File: src/rtl/alu_nibble_sequencer_pkg.sv
// rtl/alu_nibble_sequencer_pkg.sv - shared types and ALU select constants for the nibble sequencer
package alu_nibble_sequencer_pkg;

    typedef enum logic [1:0] {
        IDLE = 2'd0,
        RUN  = 2'd1,
        DONE = 2'd2
    } state_e;

    // XOR shares its select code with SUB; M picks logic vs arithmetic.
    localparam logic [3:0] ALU_S_ADD = 4'b1001;
    localparam logic [3:0] ALU_S_SUB = 4'b0110;
    localparam logic [3:0] ALU_S_XOR = 4'b0110;
    localparam logic [3:0] ALU_S_AND = 4'b1011;

    function automatic int cnt_width(input int nibbles);
        return (nibbles > 1) ? $clog2(nibbles) : 1;
    endfunction

endpackage

File: src/rtl/alu_nibble_sequencer_if.sv
// rtl/alu_nibble_sequencer_if.sv - request, result and ALU-slice signal bundle for the sequencer
interface alu_nibble_sequencer_if #(parameter int NIBBLES = 2);

    localparam int W = 4 * NIBBLES;

    logic         in_valid;
    logic         in_ready;
    logic [W-1:0] op_a;
    logic [W-1:0] op_b;
    logic [3:0]   op_s;
    logic         op_m;
    logic         op_cnb;

    logic [3:0]   alu_a;
    logic [3:0]   alu_b;
    logic [3:0]   alu_s;
    logic         alu_m;
    logic         alu_cnb;
    logic [3:0]   alu_f;
    logic         alu_cn4b;
    logic         alu_aeb;

    logic         res_valid;
    logic         res_ready;
    logic [W-1:0] res_f;
    logic         res_cn4b;
    logic         res_aeb;
    logic         busy;

    modport master (
        output in_valid, op_a, op_b, op_s, op_m, op_cnb, res_ready,
        output alu_f, alu_cn4b, alu_aeb,
        input  in_ready, res_valid, res_f, res_cn4b, res_aeb, busy,
        input  alu_a, alu_b, alu_s, alu_m, alu_cnb
    );

    modport slave (
        input  in_valid, op_a, op_b, op_s, op_m, op_cnb, res_ready,
        input  alu_f, alu_cn4b, alu_aeb,
        output in_ready, res_valid, res_f, res_cn4b, res_aeb, busy,
        output alu_a, alu_b, alu_s, alu_m, alu_cnb
    );

endinterface

File: src/rtl/alu_nibble_sequencer.sv
// rtl/alu_nibble_sequencer.sv - time-multiplexes one 4-bit ALU slice over a NIBBLES-wide operation
module alu_nibble_sequencer
    import alu_nibble_sequencer_pkg::*;
#(
    parameter int NIBBLES = 2
) (
    input  logic                  clk,
    input  logic                  rst_n,
    alu_nibble_sequencer_if.slave bus
);

    localparam int W  = 4 * NIBBLES;
    localparam int CW = cnt_width(NIBBLES);
    localparam logic [CW-1:0] LAST_CNT = CW'(NIBBLES - 1);

    state_e        state_q, state_d;
    logic [W-1:0]  a_sh_q, a_sh_d;
    logic [W-1:0]  b_sh_q, b_sh_d;
    logic [W-1:0]  f_sh_q, f_sh_d;
    logic [3:0]    s_q, s_d;
    logic          m_q, m_d;
    logic          carry_q, carry_d;
    logic          aeb_q, aeb_d;
    logic [CW-1:0] cnt_q, cnt_d;
    logic          in_ready_q, in_ready_d;
    logic          busy_q, busy_d;
    logic          res_valid_q, res_valid_d;

    always_comb begin
        state_d     = state_q;
        a_sh_d      = a_sh_q;
        b_sh_d      = b_sh_q;
        f_sh_d      = f_sh_q;
        s_d         = s_q;
        m_d         = m_q;
        carry_d     = carry_q;
        aeb_d       = aeb_q;
        cnt_d       = cnt_q;
        in_ready_d  = in_ready_q;
        busy_d      = busy_q;
        res_valid_d = res_valid_q;

        case (state_q)
            IDLE: begin
                if (bus.in_valid && in_ready_q) begin
                    a_sh_d     = bus.op_a;
                    b_sh_d     = bus.op_b;
                    s_d        = bus.op_s;
                    m_d        = bus.op_m;
                    carry_d    = bus.op_cnb;
                    aeb_d      = 1'b1;
                    cnt_d      = '0;
                    in_ready_d = 1'b0;
                    busy_d     = 1'b1;
                    state_d    = RUN;
                end
            end
            RUN: begin
                // Result fills from the top so the first (LSB) nibble lands at [3:0] after NIBBLES shifts.
                f_sh_d  = (f_sh_q >> 4) | (W'(bus.alu_f) << (W - 4));
                a_sh_d  = a_sh_q >> 4;
                b_sh_d  = b_sh_q >> 4;
                carry_d = bus.alu_cn4b;
                aeb_d   = aeb_q & bus.alu_aeb;
                cnt_d   = cnt_q + CW'(1);
                if (cnt_q == LAST_CNT) begin
                    res_valid_d = 1'b1;
                    state_d     = DONE;
                end
            end
            DONE: begin
                if (bus.res_ready) begin
                    res_valid_d = 1'b0;
                    in_ready_d  = 1'b1;
                    busy_d      = 1'b0;
                    state_d     = IDLE;
                end
            end
            default: begin
                state_d     = IDLE;
                in_ready_d  = 1'b1;
                busy_d      = 1'b0;
                res_valid_d = 1'b0;
            end
        endcase
    end

    always_ff @(posedge clk or negedge rst_n) begin
        if (!rst_n) begin
            state_q     <= IDLE;
            a_sh_q      <= '0;
            b_sh_q      <= '0;
            f_sh_q      <= '0;
            s_q         <= '0;
            m_q         <= 1'b0;
            carry_q     <= 1'b1;
            aeb_q       <= 1'b0;
            cnt_q       <= '0;
            in_ready_q  <= 1'b1;
            busy_q      <= 1'b0;
            res_valid_q <= 1'b0;
        end else begin
            state_q     <= state_d;
            a_sh_q      <= a_sh_d;
            b_sh_q      <= b_sh_d;
            f_sh_q      <= f_sh_d;
            s_q         <= s_d;
            m_q         <= m_d;
            carry_q     <= carry_d;
            aeb_q       <= aeb_d;
            cnt_q       <= cnt_d;
            in_ready_q  <= in_ready_d;
            busy_q      <= busy_d;
            res_valid_q <= res_valid_d;
        end
    end

    assign bus.in_ready  = in_ready_q;
    assign bus.busy      = busy_q;
    assign bus.res_valid = res_valid_q;
    assign bus.res_f     = f_sh_q;
    assign bus.res_cn4b  = carry_q;
    assign bus.res_aeb   = aeb_q;
    assign bus.alu_a     = a_sh_q[3:0];
    assign bus.alu_b     = b_sh_q[3:0];
    assign bus.alu_s     = s_q;
    assign bus.alu_m     = m_q;
    assign bus.alu_cnb   = carry_q;

endmodule
File: src/flat_wrapper.sv
// flat-port wrapper written by rule: the top's interface ports become plain ports
module alu_nibble_sequencer_flat import alu_nibble_sequencer_pkg::*;
#(
    parameter int NIBBLES = 2
)
  (clk, rst_n, bus_in_valid, bus_op_a, bus_op_b, bus_op_s, bus_op_m, bus_op_cnb, bus_res_ready, bus_alu_f, bus_alu_cn4b, bus_alu_aeb, bus_in_ready, bus_res_valid, bus_res_f, bus_res_cn4b, bus_res_aeb, bus_busy, bus_alu_a, bus_alu_b, bus_alu_s, bus_alu_m, bus_alu_cnb);
  alu_nibble_sequencer_if #(.NIBBLES(NIBBLES)) bus_i ();
  input  logic clk;
  input  logic rst_n;
  input wire logic [$bits(bus_i.in_valid)-1:0] bus_in_valid;
  input wire logic [$bits(bus_i.op_a)-1:0] bus_op_a;
  input wire logic [$bits(bus_i.op_b)-1:0] bus_op_b;
  input wire logic [$bits(bus_i.op_s)-1:0] bus_op_s;
  input wire logic [$bits(bus_i.op_m)-1:0] bus_op_m;
  input wire logic [$bits(bus_i.op_cnb)-1:0] bus_op_cnb;
  input wire logic [$bits(bus_i.res_ready)-1:0] bus_res_ready;
  input wire logic [$bits(bus_i.alu_f)-1:0] bus_alu_f;
  input wire logic [$bits(bus_i.alu_cn4b)-1:0] bus_alu_cn4b;
  input wire logic [$bits(bus_i.alu_aeb)-1:0] bus_alu_aeb;
  output wire logic [$bits(bus_i.in_ready)-1:0] bus_in_ready;
  output wire logic [$bits(bus_i.res_valid)-1:0] bus_res_valid;
  output wire logic [$bits(bus_i.res_f)-1:0] bus_res_f;
  output wire logic [$bits(bus_i.res_cn4b)-1:0] bus_res_cn4b;
  output wire logic [$bits(bus_i.res_aeb)-1:0] bus_res_aeb;
  output wire logic [$bits(bus_i.busy)-1:0] bus_busy;
  output wire logic [$bits(bus_i.alu_a)-1:0] bus_alu_a;
  output wire logic [$bits(bus_i.alu_b)-1:0] bus_alu_b;
  output wire logic [$bits(bus_i.alu_s)-1:0] bus_alu_s;
  output wire logic [$bits(bus_i.alu_m)-1:0] bus_alu_m;
  output wire logic [$bits(bus_i.alu_cnb)-1:0] bus_alu_cnb;
  assign bus_i.in_valid = bus_in_valid;
  assign bus_i.op_a = bus_op_a;
  assign bus_i.op_b = bus_op_b;
  assign bus_i.op_s = bus_op_s;
  assign bus_i.op_m = bus_op_m;
  assign bus_i.op_cnb = bus_op_cnb;
  assign bus_i.res_ready = bus_res_ready;
  assign bus_i.alu_f = bus_alu_f;
  assign bus_i.alu_cn4b = bus_alu_cn4b;
  assign bus_i.alu_aeb = bus_alu_aeb;
  assign bus_in_ready = bus_i.in_ready;
  assign bus_res_valid = bus_i.res_valid;
  assign bus_res_f = bus_i.res_f;
  assign bus_res_cn4b = bus_i.res_cn4b;
  assign bus_res_aeb = bus_i.res_aeb;
  assign bus_busy = bus_i.busy;
  assign bus_alu_a = bus_i.alu_a;
  assign bus_alu_b = bus_i.alu_b;
  assign bus_alu_s = bus_i.alu_s;
  assign bus_alu_m = bus_i.alu_m;
  assign bus_alu_cnb = bus_i.alu_cnb;
  alu_nibble_sequencer #(.NIBBLES(NIBBLES)) u_core (.clk(clk), .rst_n(rst_n), .bus(bus_i));
endmodule
File: config.mk
export PLATFORM = sky130hd
export DESIGN_NAME = alu_nibble_sequencer_flat
export DESIGN_NICKNAME = d
export VERILOG_FILES = /design/src/rtl/alu_nibble_sequencer_pkg.sv /design/src/rtl/alu_nibble_sequencer_if.sv /design/src/rtl/alu_nibble_sequencer.sv /design/src/flat_wrapper.sv
export SDC_FILE = /design/constraint.sdc
export NUM_CORES = 1
export LEC_CHECK = 0
export BUFFER_PORTS_ARGS = -buffer_cell sky130_fd_sc_hd__buf_4
export CAP_MARGIN = 25
export CORE_MARGIN = 5
export CORE_UTILIZATION = 48
export DETAILED_ROUTE_END_ITERATION = 16
export HOLD_SLACK_MARGIN = 0.08
export MAX_ROUTING_LAYER = met4
export PLACE_DENSITY = 0.82
export SYNTH_ARGS = -nofsm -noshare
export SYNTH_HDL_FRONTEND = slang
export SYNTH_SLANG_ARGS = --single-unit
File: constraint.sdc
create_clock -name clk -period 1.77 [get_ports clk]
set_clock_uncertainty 0.1 [all_clocks]
set_input_delay 0.0885 -clock clk [delete_from_list [all_inputs] [get_ports clk]]
set_output_delay 0.0885 -clock clk [all_outputs]
set_load 0.01 [all_outputs]
==> run_results.csv, run 1 <==
group,metric,value,unit
run_status,status,"completed",
cts,cts.path.max_buffers,2,
placement,hpwl,2608,µm
cts,worstSkewPairLatency,0.33,ns
routing,vias_per_cell,4.752,
logic_synthesis,synth_cells,147,
pwr,internal_power,0.002191,W
routing,drcViolationCount,0,
timing,tns,0,ns
timing,clock.fmax,599.6,MHz
logic_synthesis,syn_nets,179,
worst_setup_path,r2r_start,"u_core.state_q[0]",
pwr,irDropWorstVdd,0.7192,mV
floorplan,row_count,21,
cells_and_area,drive_gt1_share,34.48,%
worst_setup_path,end_kind,"flop",
pwr,power.switching_fraction,34.97,%
floorplan,die-width,67.81,µm
floorplan,core_area,0.003284,mm²
cells_and_area,mostFrequentLayoutCell,"buf_4",
logic_synthesis,netlist_area,0.001604,mm²
timing,drv_slew,0,
worst_setup_path,cp_num_cells,5,
timing,tightest_slew,0.4551,ns
logic_synthesis,synth_top_area_cell,"dfrtp_1",
routing,routedWlPerCell,14.36,µm
cells_and_area,n_fill_cell,228,
worst_setup_path,cp.arrival,1.83,ns
logic_synthesis,netlist_top_cells_area,"dfrtp_1 55%, nand2_1 10%, buf_4 5.1%",
timing,hold_viol,0,
routing,ant_nets,0,
floorplan,initial_utilization,48.84,%
cells_and_area,nets,263,
cells_and_area,postLayoutCellArea,0.002377,mm²
logic_synthesis,synth-edff-count,0,
logic_synthesis,synth_flop_cell,"dfrtp_1",
worst_setup_path,reg2reg_setup_slack,0.10,ns
pwr,seqPwrFrac,42.4,%
global_route,grt_pass1_wl,6189,µm
cells_and_area,final_cell_mix,"63 x buf_4, 43 x nand2_1, 35 x dfrtp_1, 31 x dlygate4sd3_1, 12 x o21ai_0",
worst_setup_path,r2r-end,"u_core.bus.in_ready",
floorplan,die_area,0.004598,mm²
logic_synthesis,yosysUniqueCellTypes,21,
pwr,p_per_area,1417,mW/mm²
pwr,p_clk_share,13.4,%
worst_setup_path,critPathLaunchType,"flop",
cells_and_area,antenna_cells,0,
pwr,total_power,0.003369,W
cts,cts_setup_buffers,0,
routing,first_iter_violations,97,
placement,dpl_worst_slack,0.02654,ns
global_route,grt_max_degree,38,
timing,slew-limit-headroom,69.66,%
floorplan,die_h,67.81,µm
logic_synthesis,synth_top_area_share,54.60,%
run,max-cap-violations,0,
timing,rsz0062_at_grt,"false",
logic_synthesis,synth_seq_cells,37,
cts,clk_pin_slew,0.10,ns
cts,htreeDepth,2,
cts,root_buffer,"clkbuf_4",
worst_setup_path,crit_family,"buffers and inverters",
cts,numCtsBuffers,5,
global_route,antenna_found_initial,0,
timing,min_period_over_period,94.22,%
logic_synthesis,yosys_warnings,0,
worst_setup_path,critical_path.max_stage_delay,0.56,ns
global_route,overflow,0,
routing,via_count,1321,
worst_setup_path,crit_type,"reg -> reg",
worst_setup_path,cp_num_buf_inv,2,
worst_setup_path,crit_fanout,8,
worst_setup_path,reg2regPathDepth,5,
placement,portBuffers,58,
logic_synthesis,syn_avg_cell_area,10.91,µm²
timing,worst_slack,0.1023,ns
routing,first_pass_iters,4,
placement,place.gp.congestion,0.7117,
routing,wirelength,3991,µm
pwr,p_switching,0.001178,W
floorplan,io-pin-count,59,
cts,clock_sinks,37,
pwr,power.leakage,1.221,nW
cts,cts_tree,"done",
logic_synthesis,ys_seq_area_share,57.88,%
placement,placed_cell_area,0.002008,mm²
cells_and_area,utilization,72.38,%
cells_and_area,multiInputGateArea,529.3,µm²
min_path,hp-class,"in -> async",
timing,setup_viol,0,
global_route,grt_pass1_vias,1286,
logic_synthesis,async_reset_ff_share,100.0,%
worst_setup_path,critPathLaunch,"u_core.state_q[0]",
cells_and_area,synthToLayoutAreaGrowth,48.21,%
worst_setup_path,worst_ep_required_time,1.93,ns
timing,finalCriticalPeriod,1.668,ns
global_route,grt_use_total,19.18,%
pwr,combPwrFrac,44.1,%
worst_setup_path,path_cells,"buf_4 -> nand2b_1 -> a21oi_1 -> nor2_1 -> dlygate4sd3_1",
worst_setup_path,slowest_stage,"dlygate4sd3_1",
cells_and_area,regArea,928.4,µm²
-- through the flow --
stage / hold WS (ns) / std cells
detailed placement: -0.02710 / 239
finish: 0.1432 / 278
global placement: -0.03890 / 239
global route: 0.1674 / 278
floorplan: -0.3071 / 147
CTS: 0.1500 / 278
-- repair_timing --
action / in CTS / in global routing
hold buffers: 31 / 0
endpoints found under the setup margin: 0 / 5
endpoints found under the hold margin: 68 / 0
resized for setup: 0 / 0
-- how the worst max path moves through the flow --
stage / end / slack (ns)
finish: u_core.bus.in_ready / 0.10
detailed placement: u_core.bus.alu_s[1] / 0.03
global route: u_core.bus.alu_m / 0.03
global placement: u_core.bus.alu_m / 0.06
floorplan: u_core.bus.alu_m / 0.10
CTS: u_core.bus.alu_s[1] / 0.01
-- power groups by stage --
stage / logic, W / clock network [W] / registers (W)
floorplan: 0.000820 / 0 / 0.00149
CTS: 0.00149 / 0.000465 / 0.00142
global route: 0.00162 / 0.000492 / 0.00147
global placement: 0.00137 / 0 / 0.00142
detailed placement: 0.00142 / 0 / 0.00144
finish: 0.00149 / 0.000453 / 0.00143
-- cells in the mapped netlist, types with 2 or more instances --
| cell type | instances |
|---|---|
| nand2b_1 | 3 |
| nand2_1 | 43 |
| buf_4 | 11 |
| dfstp_2 | 2 |
| buf_2 | 2 |
| a21o_1 | 9 |
| a21oi_1 | 2 |
| dfrtp_1 | 35 |
| a22o_1 | 9 |
| nor2_1 | 2 |
| buf_6 | 3 |
| mux2_2 | 6 |
| o21ai_0 | 12 |
-- sequential cells by signal (all words and copies together) (netlist names), 2 cells and up --
signal            cells
u_core.bus.res_f      8
u_core.state_q        2
u_core.b_sh_q         8
u_core.a_sh_q         8
u_core.bus.alu_s      4
-- metal layers --
metal | wire (µm) | track usage, % | up-vias
met4 | 38 | 3.722 | 0
li1 | - | - | 653
met3 | 251 | 4.992 | 4
met1 | 1499 | 20.83 | 615
met2 | 2200 | 35.24 | 49
met5 | 0 | - | -
-- layout make-up --
type	instances	share of cell area, %
clock buffer	8	2.474
multi-input combinational	92	22.26
sequential	37	39.05
tap	46	2.421
timing repair buffer	95	33.79
-- cells by family (layout without fill, tap and decap cells) --
logic type,after synthesis,after routing,synth area share [%]
AOI/OAI and AO/OA,34,34,14.43
DFF,37,37,57.88
muxes,6,6,4.212
buffers and inverters,18,103,10.06
and+or+nand+nor,52,52,13.42
(Power assumes the default switching activity.)
==> run 2: changes to the inputs <==
--- a/config.mk
+++ b/config.mk
@@ -8,11 +8,12 @@
 export BUFFER_PORTS_ARGS = -buffer_cell sky130_fd_sc_hd__buf_4
 export CAP_MARGIN = 25
 export CORE_MARGIN = 5
-export CORE_UTILIZATION = 48
+export CORE_UTILIZATION = 40
 export DETAILED_ROUTE_END_ITERATION = 16
 export HOLD_SLACK_MARGIN = 0.08
 export MAX_ROUTING_LAYER = met4
-export PLACE_DENSITY = 0.82
+export PLACE_DENSITY = 0.71
+export SLEW_MARGIN = 20
 export SYNTH_ARGS = -nofsm -noshare
 export SYNTH_HDL_FRONTEND = slang
 export SYNTH_SLANG_ARGS = --single-unit
==> run 2 against run 1 <==
Net effect:
- sequential share of layout area is 0.86 points lower
- via count rose by 0.83%
- non-clock buffer count increased by 2
- setup slack gained 0.013 ns
- die area is 17% higher
- cell area is 2.3% higher
- global-route usage decreased by 2.6 points
- register-to-register slack is essentially flat
- highest routed layer unchanged
- first-iteration DRC count up 1.0%
- critical path depth unchanged
- maximum frequency grew 0.79%
==> run_results.csv, run 2 (synthesis gave the netlist of run 1 again) <==
group,metric,value,unit
timing,tightest_slew,0.4667,ns
floorplan,io-pin-count,59,
floorplan,row_count,23,
floorplan,core_area,0.003943,mm²
global_route,grt_pass1_wl,6520,µm
global_route,grt_max_degree,38,
routing,via_count,1332,
cts,numCtsBuffers,5,
cts,htreeDepth,2,
pwr,seqPwrFrac,40.0,%
timing,rsz0062_at_grt,"false",
worst_setup_path,r2r_start,"u_core.state_q[0]",
worst_setup_path,critPathLaunchType,"flop",
floorplan,die_area,0.005377,mm²
cells_and_area,synthToLayoutAreaGrowth,51.56,%
worst_setup_path,cp.arrival,1.76,ns
worst_setup_path,crit_fanout,8,
cells_and_area,mostFrequentLayoutCell,"buf_4",
pwr,combPwrFrac,41.9,%
placement,portBuffers,58,
timing,tns,0,ns
cts,cts.path.max_buffers,2,
global_route,grt_use_total,16.60,%
routing,routedWlPerCell,14.28,µm
cells_and_area,antenna_cells,0,
worst_setup_path,worst_ep_required_time,1.88,ns
worst_setup_path,reg2regPathDepth,5,
cts,cts_tree,"done",
timing,finalCriticalPeriod,1.655,ns
floorplan,die-width,73.33,µm
global_route,overflow,0,
pwr,internal_power,0.002357,W
timing,holdWs,0.1927,ns
cells_and_area,regArea,928.4,µm²
routing,drcViolationCount,0,
floorplan,die_h,73.33,µm
run,max-cap-violations,0,
timing,min_period_over_period,93.48,%
pwr,p_clk_share,18.1,%
worst_setup_path,crit_type,"reg -> reg",
routing,first_iter_violations,98,
worst_setup_path,reg2reg_setup_slack,0.12,ns
run_status,status,"completed",
min_path,hp-class,"in -> async",
cells_and_area,n_fill_cell,316,
placement,place.gp.congestion,0.7268,
worst_setup_path,r2r-end,"u_core.bus.in_ready",
cts,root_buffer,"clkbuf_8",
routing,ant_nets,0,
pwr,p_per_area,1467,mW/mm²
cts,cts_setup_buffers,0,
global_route,grt_pass1_vias,1372,
cells_and_area,final_cell_mix,"65 x buf_4, 43 x nand2_1, 35 x dfrtp_1, 31 x dlygate4sd3_1, 12 x o21ai_0",
pwr,power.leakage,1.252,nW
timing,drv_slew,0,
cells_and_area,nets,265,
timing,clock.fmax,604.4,MHz
cts,worstSkewPairLatency,0.28,ns
routing,vias_per_cell,4.690,
worst_setup_path,end_kind,"flop",
cells_and_area,drive_gt1_share,35.90,%
routing,first_pass_iters,4,
timing,setup_viol,0,
timing,slew-limit-headroom,68.85,%
timing,hold_viol,0,
cts,clock_sinks,37,
pwr,irDropWorstVdd,0.8523,mV
cts,clk_pin_slew,0.07,ns
placement,hpwl,2660,µm
pwr,power.switching_fraction,33.93,%
routing,wirelength,4055,µm
global_route,antenna_found_initial,0,
floorplan,initial_utilization,40.69,%
cells_and_area,multiInputGateArea,529.3,µm²
pwr,p_switching,0.001210,W
==> run 2: area by class of cell <==
| cell class | count | share of cell area [%] |
|---|---|---|
| flip-flops and latches | 37 | 38.19 |
| repair buffers | 97 | 33.30 |
| multi-input cells | 92 | 21.77 |
| clock buffers | 7 | 3.963 |
| well taps | 50 | 2.573 |
| clock inverters | 1 | 0.2059 |
==> run 2: worst max path at each step <==
stage / start / to / slack [ns]
after floorplan: u_core.bus.in_ready / u_core.bus.alu_m / 0.10
after CTS: u_core.bus.in_ready / u_core.bus.alu_s[1] / 0.03
after detailed placement: u_core.bus.in_ready / u_core.bus.alu_s[1] / 0.04
after global routing: u_core.state_q[0] / u_core.bus.in_ready / 0.06
after global placement: u_core.bus.in_ready / u_core.bus.alu_s[1] / 0.09
final: u_core.state_q[0] / u_core.bus.in_ready / 0.12
==> run 2: critical path, cell delays in order, from the launching register on <==
cell and delay [ns]:
dfrtp_1 0.41, buf_4 0.17, nand2b_1 0.14, a21oi_1 0.14, nor2_1 0.06, dlygate4sd3_1 0.56
==> run 2: metal layers <==
metal	global-route usage, %	part of all wire [%]	vias to the layer above	wire length, µm
met1	21.27	43	633	1755
met5	-	0	-	0
met3	4.241	5.9	5	240
met2	25.32	50	44	2010
met4	6.439	1.2	0	49
li1	-	-	650	-
==> run 2: repair_timing <==
| action | 4_1_cts | 5_1_grt |
|---|---|---|
| endpoints found under the hold margin | 68 | 0 |
| setup endpoints to repair | 0 | 11 |
| resized for setup | 0 | 1 |
| hold buffers | 31 | 0 |
==> run 2: per-stage QoR <==
stage,cell area (µm²),setup slack (ns),instances,util (%),total power (W)
3_3_place_gp,2016,0.08621,245,51.13,0.002835
6_report,2431,0.1154,284,61.66,0.003567
3_5_place_dp,2016,0.04088,245,51.13,0.002880
5_1_grt,2431,0.05959,284,61.66,0.003799
4_1_cts,2427,0.03245,284,61.57,0.003597
2_1_floorplan,1604,0.1024,147,-,0.002310
==> run 2: power by group through the flow <==
stage / Sequential (W) / Combinational (W) / Clock, W
finish: 0.00143 / 0.00149 / 0.000646
global route: 0.00147 / 0.00163 / 0.000704
CTS: 0.00143 / 0.00151 / 0.000664
detailed placement: 0.00144 / 0.00144 / 0
global placement: 0.00144 / 0.00140 / 0
floorplan: 0.00149 / 0.000820 / 0
==> run 3: changes to the inputs <==
--- a/config.mk
+++ b/config.mk
@@ -13,6 +13,7 @@
 export HOLD_SLACK_MARGIN = 0.08
 export MAX_ROUTING_LAYER = met4
 export PLACE_DENSITY = 0.71
+export RECOVER_POWER = 25
 export SLEW_MARGIN = 20
 export SYNTH_ARGS = -nofsm -noshare
 export SYNTH_HDL_FRONTEND = slang
==> run 3 against run 2 <==
Net effect:
- core utilization is 0.064 points lower
- via count decreased by 0.23%
- routed wire length hardly changed
- non-clock buffer count stayed put
- maximum frequency is the same
- global-route usage unchanged
- critical path depth is the same
- cell area shrank 0.10%
- register-to-register slack hardly changed
- sequential cell count stayed put
- die area unchanged
- critical path type unchanged
- critical endpoint unchanged
- largest power group unchanged
==> run_results.csv, run 3 (synthesis gave the netlist of run 1 again) <==
group,metric,value,unit
floorplan,die_area,0.005377,mm²
cells_and_area,drive_gt1_share,35.90,%
worst_setup_path,reg2regPathDepth,5,
timing,tns,0,ns
pwr,seqPwrFrac,40.0,%
floorplan,row_count,23,
pwr,combPwrFrac,41.9,%
global_route,grt_pass1_vias,1372,
timing,slew-limit-headroom,40.26,%
floorplan,die_h,73.33,µm
pwr,p_clk_share,18.1,%
routing,first_pass_iters,4,
worst_setup_path,slowest_stage,"dlygate4sd3_1",
cells_and_area,antenna_cells,0,
cells_and_area,mostFrequentLayoutCell,"buf_4",
placement,dpl_worst_slack,0.04088,ns
pwr,power.switching_fraction,33.93,%
global_route,overflow,0,
worst_setup_path,cp_num_buf_inv,2,
routing,wirelength,4056,µm
cts,worstSkewPairLatency,0.28,ns
routing,ant_nets,0,
worst_setup_path,cp.arrival,1.76,ns
worst_setup_path,crit_type,"reg -> reg",
worst_setup_path,path_cells,"buf_4 -> nand2b_1 -> a21oi_1 -> nor2_1 -> dlygate4sd3_1",
pwr,p_switching,0.001210,W
min_path,hp-class,"in -> reg",
run_status,status,"completed",
routing,first_iter_violations,98,
timing,tightest_slew,0.8962,ns
cells_and_area,multiInputGateArea,529.3,µm²
worst_setup_path,cp_num_cells,5,
timing,worst_slack,0.1154,ns
cts,numCtsBuffers,5,
pwr,irDropWorstVdd,0.8523,mV
worst_setup_path,worst_ep_required_time,1.88,ns
floorplan,die-width,73.33,µm
pwr,power.leakage,1.251,nW
floorplan,io-pin-count,59,
global_route,grt_use_total,16.60,%
cts,clock_sinks,37,
worst_setup_path,critPathLaunchType,"flop",
worst_setup_path,critPathLaunch,"u_core.state_q[0]",
pwr,total_power,0.003567,W
pwr,p_per_area,1469,mW/mm²
cts,clk_pin_slew,0.07,ns
worst_setup_path,r2r-end,"u_core.bus.in_ready",
timing,setup_viol,0,
cts,cts_setup_buffers,0,
timing,rsz0062_at_grt,"false",
timing,hold_viol,0,
timing,finalCriticalPeriod,1.655,ns
worst_setup_path,crit_family,"buffers and inverters",
floorplan,initial_utilization,40.69,%
worst_setup_path,end_kind,"flop",
routing,drcViolationCount,0,
worst_setup_path,crit_end,"u_core.bus.in_ready",
worst_setup_path,critical_path.max_stage_delay,0.56,ns
timing,clock.fmax,604.4,MHz
cts,htreeDepth,2,
timing,drv_slew,0,
worst_setup_path,r2r_start,"u_core.state_q[0]",
worst_setup_path,crit_fanout,8,
cts,cts_tree,"done",
cells_and_area,regArea,928.4,µm²
run,max-cap-violations,0,
placement,place.gp.congestion,0.7268,
floorplan,core_area,0.003943,mm²
global_route,grt_pass1_wl,6520,µm
global_route,grt_max_degree,38,
cells_and_area,final_cell_mix,"64 x buf_4, 43 x nand2_1, 35 x dfrtp_1, 31 x dlygate4sd3_1, 12 x o21ai_0",
global_route,antenna_found_initial,0,
pwr,internal_power,0.002356,W
routing,vias_per_cell,4.680,
cells_and_area,nets,265,
placement,hpwl,2660,µm
cts,cts.path.max_buffers,2,
placement,portBuffers,58,
routing,via_count,1329,
timing,min_period_over_period,93.48,%
cts,root_buffer,"clkbuf_8",
cells_and_area,n_fill_cell,317,
cells_and_area,synthToLayoutAreaGrowth,51.40,%
routing,routedWlPerCell,14.28,µm
worst_setup_path,reg2reg_setup_slack,0.12,ns
-- run 3: through the flow --
| stage | utilization (%) | instance area, µm² | hold WS [ns] | cells |
|---|---|---|---|---|
| 6_report | 61.60 | 2429 | 0.3165 | 284 |
| 5_1_grt | 61.60 | 2429 | 0.3321 | 284 |
| 4_1_cts | 61.57 | 2427 | 0.2147 | 284 |
| 3_5_place_dp | 51.13 | 2016 | -0.02349 | 245 |
| 3_3_place_gp | 51.13 | 2016 | -0.02504 | 245 |
| 2_1_floorplan | - | 1604 | -0.3071 | 147 |
-- run 3: worst min path at each step --
stage	cells after the start	startpoint	endpoint	slack (ns)
after floorplan	0	rst_n	u_core.a_sh_q[0]	-0.31
after global placement	1	rst_n	u_core.a_sh_q[2]	-0.03
after detailed placement	1	rst_n	u_core.a_sh_q[3]	-0.02
after CTS	2	rst_n	u_core.b_sh_q[5]	0.21
after global routing	4	bus_in_valid	u_core.bus.res_aeb	0.33
final	5	bus_in_valid	u_core.a_sh_q[4]	0.32
-- run 3: layout make-up --
class	count	share of cell area, %
sequential	37	38.23
tap	50	2.576
multi-input combinational	92	21.79
timing repair buffer	97	33.23
clock buffer	7	3.967
clock inverter	1	0.2061
-- run 3: timing repair --
item / in CTS / in global routing
endpoints found under the hold margin: 68 / 0
setup endpoints to repair: 0 / 11
hold buffers: 31 / 0
resized for setup: 0 / 1
-- run 3: power by group through the flow --
stage,registers (W),clock network [W],logic (W)
after floorplan,0.00149,0,0.000820
after global routing,0.00147,0.000704,0.00163
after detailed placement,0.00144,0,0.00144
final,0.00143,0.000646,0.00149
after CTS,0.00143,0.000664,0.00151
after global placement,0.00144,0,0.00140
-- run 3: metal layers --
layer	part of all wire (%)	track usage, %
met1	43	21.27
met5	0	-
met3	5.9	4.241
met2	50	25.32
met4	1.2	6.439
-- run 3: worst min-delay path, delay by kind of cell --
family | cells | cell delay (ns)
AOI/OAI and AO/OA | 1 | 0.07
buffers and inverters | 2 | 0.28
and+or+nand+nor | 2 | 0.23
